--- config.mk ---
export PLATFORM = sky130hd
export DESIGN_NAME = regbank_wr_arbiter
export DESIGN_NICKNAME = d
export VERILOG_FILES = /design/src/rtl/regbank_wr_arbiter.sv
export SDC_FILE = /design/constraint.sdc
export NUM_CORES = 1
export LEC_CHECK = 0
export CAP_MARGIN = 10
export CORE_UTILIZATION = 38
export CTS_CLUSTER_SIZE = 25
export DETAILED_ROUTE_END_ITERATION = 7
export PLACE_DENSITY_LB_ADDON = 0.25
export RECOVER_POWER = 50
export SETUP_SLACK_MARGIN = 0.15
export SLEW_MARGIN = 20
export SYNTH_ARGS = -nofsm -noshare
export SYNTH_HDL_FRONTEND = slang
export SYNTH_SLANG_ARGS = --single-unit
--- constraint.sdc ---
create_clock -name clk -period 2.75 [get_ports clk]
set_input_delay 0.825 -clock clk [delete_from_list [all_inputs] [get_ports clk]]
set_output_delay 0.825 -clock clk [all_outputs]
set_load 0.05 [all_outputs]
--- src/rtl/regbank_wr_arbiter.sv ---
// regbank_wr_arbiter: round-robin sharing of the register bank write port among NREQ requesters.
// Optional feature macro REGBANK_R0_PROTECT_EN: grants that target register 0 still pulse gnt but keep wr low.
module regbank_wr_arbiter #(
  parameter int NREQ = 4,
  parameter int AW = 5,
  parameter int DW = 32
) (
  input  logic               clk,
  input  logic               rst,
  input  logic [NREQ-1:0]    req,
  input  logic [NREQ*AW-1:0] req_dr,
  input  logic [NREQ*DW-1:0] req_data,
  output logic [NREQ-1:0]    gnt,
  output logic               wr,
  output logic [AW-1:0]      dr,
  output logic [DW-1:0]      wrData,
  output logic               busy
);
  localparam int PW = $clog2(NREQ);
  logic [PW-1:0] ptr, win, nextPtr;
  logic [NREQ-1:0] elig;
  logic hasWin, wrNext;
  logic [AW-1:0] winDr;
  // The registered grant doubles as the mask, hiding a requester while it drops req.
  assign elig = req & ~gnt;
  assign busy = |elig;
  assign winDr = req_dr[win*AW +: AW];
  assign nextPtr = (win == PW'(NREQ-1)) ? '0 : win + 1'b1;
  // Pick the first eligible requester searching upward from ptr with wrap-around.
  always_comb begin
    hasWin = 1'b0;
    win = '0;
    for (int k = 0; k < NREQ; k++)
      if (!hasWin && elig[PW'((int'(ptr) + k) % NREQ)]) begin
        hasWin = 1'b1;
        win = PW'((int'(ptr) + k) % NREQ);
      end
  end
  // Decide whether the winning grant actually writes the bank.
  always_comb begin
`ifdef REGBANK_R0_PROTECT_EN
    wrNext = hasWin && (winDr != '0);
`else
    wrNext = hasWin;
`endif
  end
  // Register grant, write port and priority pointer; dr/wrData hold when idle.
  always_ff @(posedge clk)
    if (rst) begin
      gnt <= '0;
      wr <= 1'b0;
      dr <= '0;
      wrData <= '0;
      ptr <= '0;
    end else begin
      gnt <= hasWin ? NREQ'(1) << win : '0;
      wr <= wrNext;
      if (hasWin) begin
        dr <= winDr;
        wrData <= req_data[win*DW +: DW];
        ptr <= nextPtr;
      end
    end
endmodule

# Yosys cells after proc, flatten, opt, wreduce, memory -nomap -nowiden
# Index checks and enable logic that the tools add are counted.
# word_totals
register_bits	44
input_bits	154
# op_classes
addsub	4
mul	1
n_lt_le_gt_ge	4
n_eq_ne	1
shifts	3
mux	21
bitwise	3
reduce_logical	8
# ops
cell	n
indexed part select 128 x 8 -> 32 bit	1
indexed part select 20 x 6 -> 5 bit	1
less-than comparator 2 x 4 -> 1 bit (second input constant)	4
2-to-1 mux 1 bit	12
2-to-1 mux 2 bit	5
binary-select mux 1 bit (select 2 bit)	4
multiplier 2 x 3 -> 5 bit (second input constant)	1
adder 2 x 1 -> 2 bit (second input constant)	2
adder 2 bit (second input constant)	2
bitwise AND 4 bit	1
inverter 4 bit	1
OR reduction 4 bit	1
left shift 1 x 2 -> 4 bit (first input constant)	1
logical AND 1 bit	3
logical NOT 1 bit	3
equality test 2 bit (second input constant)	1
OR reduction 2 bit	1
inverter 1 bit	1

# Longest topological paths before layout
# depth
depth_word	17
depth_mapped	8
ltp_nobuf	5

# Worst setup path before layout
# No wires, ideal clock.
# synth_timing
path_kind	input -> register
from	in req[1]
to	reg wrData[21]
setup_ps	83
t_arrival_ps	2511
required_time_ps	2667
setup_slack_ps	156
cell_stages	6
path_cell_list	nand2b_1 nand4_1 nor2_1 clkbuf_1 nand2_1 o221ai_1
# synth_via
elab_chain_cells	15
word_cells_on_any_way	28
# synth_rtl
element	line_no	text
start, declared	10	input logic [NREQ-1:0] req,
bitwise AND 4 bit (*)	25	assign elig = req & ~gnt;
binary-select mux 1 bit (select 2 bit)	34	if (!hasWin && elig[PW'((int'(ptr) + k) % NREQ)]) begin
2-to-1 mux 1 bit (implied by the code) (2 in a row)	34	
2-to-1 mux 1 bit	34	
logical NOT 1 bit	34	
logical AND 1 bit	34	
2-to-1 mux 1 bit	34	
logical NOT 1 bit	34	
logical AND 1 bit	34	
2-to-1 mux 1 bit	34	
logical NOT 1 bit	34	
logical AND 1 bit	34	
2-to-1 mux 2 bit	34	
indexed part select 128 x 8 -> 32 bit	60	wrData <= req_data[win*DW +: DW];
end signal, assigned	60	
end, declared	16	output logic [DW-1:0] wrData,
# Every way passes the cells marked *; elsewhere a longest branch is shown, timed or not. The select of a mux whose other input is x is not followed.
# A chain may end at the register's enable or synchronous reset.

# Final worst setup path
# layout_timing
from	in req[2]
to	reg wrData[21]
# The elaborated chain is that of the path after synthesis.

==> flow_summary.toml <==
[outcome]
status = "finished clean"

[run]
drv_cap = 0

[timing]
fin_ws_ns = 0.223
rsz0062_at_grt = "false"
fin_skew_ns = 0.00445
max_freq_ghz = 0.396
worstMarginPinSlew_ns = 0.550
drv_slew = 0
fin_crit_sh = 0.919
relSlewSlack = 0.632
setup_viol = 0
min_period_ns = 2.53
hold_viol = 0

[placement]
finalWeightedCongestion = 0.775
place_ws_ns = -0.128
port_buffers = 196
dpl.hpwl_mm = 8.59

[setup_path]
critical_path.startpoint_type = "input pin"
crit_fanout = 4
arrival_ns = 2.75
worstSetupPathType = "in -> reg"
required_ns = 2.97
end_kind = "flip-flop"

[layout]
layout_common_cells = "clkdlybuf4s50_1, inv_1, o211ai_1"
nFillCells = 625
post_route_cells_drive_above_1_share = 0.119
fin_nets = 725
n_antenna_cell = 0
final_core_util = 0.698
multiInputGateArea_um2 = 1740
syn2layout_area_growth_pct = 73.3
final_common_cell = "clkdlybuf4s50_1"
final-seq-area_um2 = 881

[cts]
cts-htree-levels = 2
root_buffer = "clkbuf_8"
cts_tree = "built"
cts_max_path_buffers = 2
cts.clk_slew.worst_paths_ns = 0.08
cts.sinks = 44
clk-insertion-delay-late_ns = 0.30
cts_buffers = 5
holdBufCountCts = 0

[global_route]
grt_overflow = 0
grt_pass1_vias = 3697
antenna_found_initial = 0
grt_max_degree = 39
grtUsageTotal = 0.256
grt_pass1_wl_mm = 17.7

[floorplan]
io_pins = 197
rows = 32
die_w_um = 93.5
die_h_um = 93.5
core_area_um2 = 7890
die_area_um2 = 8730
initial_core_util = 0.403

[drt]
wl_per_cell_um = 17.2
via_count = 3765
drt-vias-per-instance = 5.59
antenna_left = 0
route.detailed.drc = 0
drt_iter0_drc = 157
dr.pass1.iters = 4
routed_wl_mm = 11.6

[synth]
synth_cell_types = 31
syn_area_um2 = 3180
syn_inst = 378
synth_nets = 532
synth_edf_count = 0
yosys_register_bits = 44
seq_area_frac_synth = 0.277
post_synth.cell_area_avg_um2 = 8.41
yosysWarnings = 0
synthFlopType = "dfxtp_1"
async_flop_share = 0

[worst_hold_path]
min_path_type = "reg -> reg"

[pwr]
peakVddDrop_uv = 360
power.leakage_nw = 2.27
p_per_area_nw_per_um2 = 634
-- kinds of logic (layout without fill, tap and decap cells) --
family	after synthesis	after routing	synth area share
compound gates	155	155	0.446
buf+inv	116	310	0.181
flops	44	44	0.277
mux	2	2	0.00630
simple gates	61	61	0.0898
-- cell type report --
| class | count | share of cell area |
|---|---|---|
| multi-input cells | 218 | 0.316 |
| clock buffers | 6 | 0.0150 |
| repair buffers | 228 | 0.434 |
| well taps | 102 | 0.0232 |
| inverters | 74 | 0.0504 |
| clock inverters | 2 | 0.00182 |
| flip-flops and latches | 44 | 0.160 |
-- worst paths after layout --
kind	slack, ns	cells past startpoint	endpoint	start
worst max-delay path	0.22	10	wrData[21]	req[2]
worst min-delay path	0.46	1	wrData[11]	wrData[11]
worst max register to register	0.56	9	wrData[21]	gnt[2]
worst min register to register	0.46	1	wrData[11]	wrData[11]
-- routing by layer --
layer	track usage	share of wire
met3	0.0577	0.090
met4	0.0974	0.027
met5	0	0
met2	0.460	0.50
met1	0.294	0.39
-- power breakdown --
group	switching [mW]	internal, mW
clock network	0.226	0.201
logic	1.25	0.949
registers	0.0825	0.784
total	1.56	1.93
-- flip-flops by register name, indices dropped and copies added (netlist names) --
register	count
dr	5
gnt	4
ptr	2
wr	1
wrData	32
-- repair_timing --
item                                   in CTS  in global routing
resized for setup                           1                  3
pin swaps                                   1                  1
endpoints found under the hold margin       0                  0
setup endpoints to repair                   1                 20
setup buffers                               6                  0
-- worst max-delay path: stages --
cell	delay, ns
dlygate4sd2_1	0.23
nand2b_1	0.11
nand4_1	0.18
clkbuf_4	0.17
clkbuf_4	0.12
buf_4	0.09
clkbuf_1	0.16
nor2b_1	0.37
o21ai_0	0.26
o221ai_1	0.22
-- cells in the mapped netlist (4+ instances only) --
| cell type | count | share of area |
|---|---|---|
| inv_1 | 74 | 0.087 |
| o211ai_1 | 72 | 0.17 |
| dfxtp_1 | 44 | 0.28 |
| nand2_1 | 40 | 0.047 |
| a32o_1 | 36 | 0.11 |
| o221ai_2 | 19 | 0.090 |
| o221ai_1 | 18 | 0.050 |
| clkbuf_1 | 17 | 0.020 |
| buf_6 | 9 | 0.032 |
| nor2_1 | 7 | 0.0083 |
| buf_4 | 6 | 0.014 |
| buf_2 | 5 | 0.0079 |
| nand2b_1 | 4 | 0.0079 |
| nor2b_1 | 4 | 0.0079 |
-- through the flow --
step	hold WS, ns	power (mW)	instance area (um2)	std cells	setup TNS, ns
after floorplan	0.457	2.31	3180	378	0
after global placement	0.446	3.08	5380	660	-1.70
after detailed placement	0.455	3.12	5380	660	-3.46
after CTS	0.475	3.56	5510	674	0
after global routing	0.474	3.66	5510	674	0
final	0.465	3.49	5510	674	0
Power figures use the tool's default switching activity.
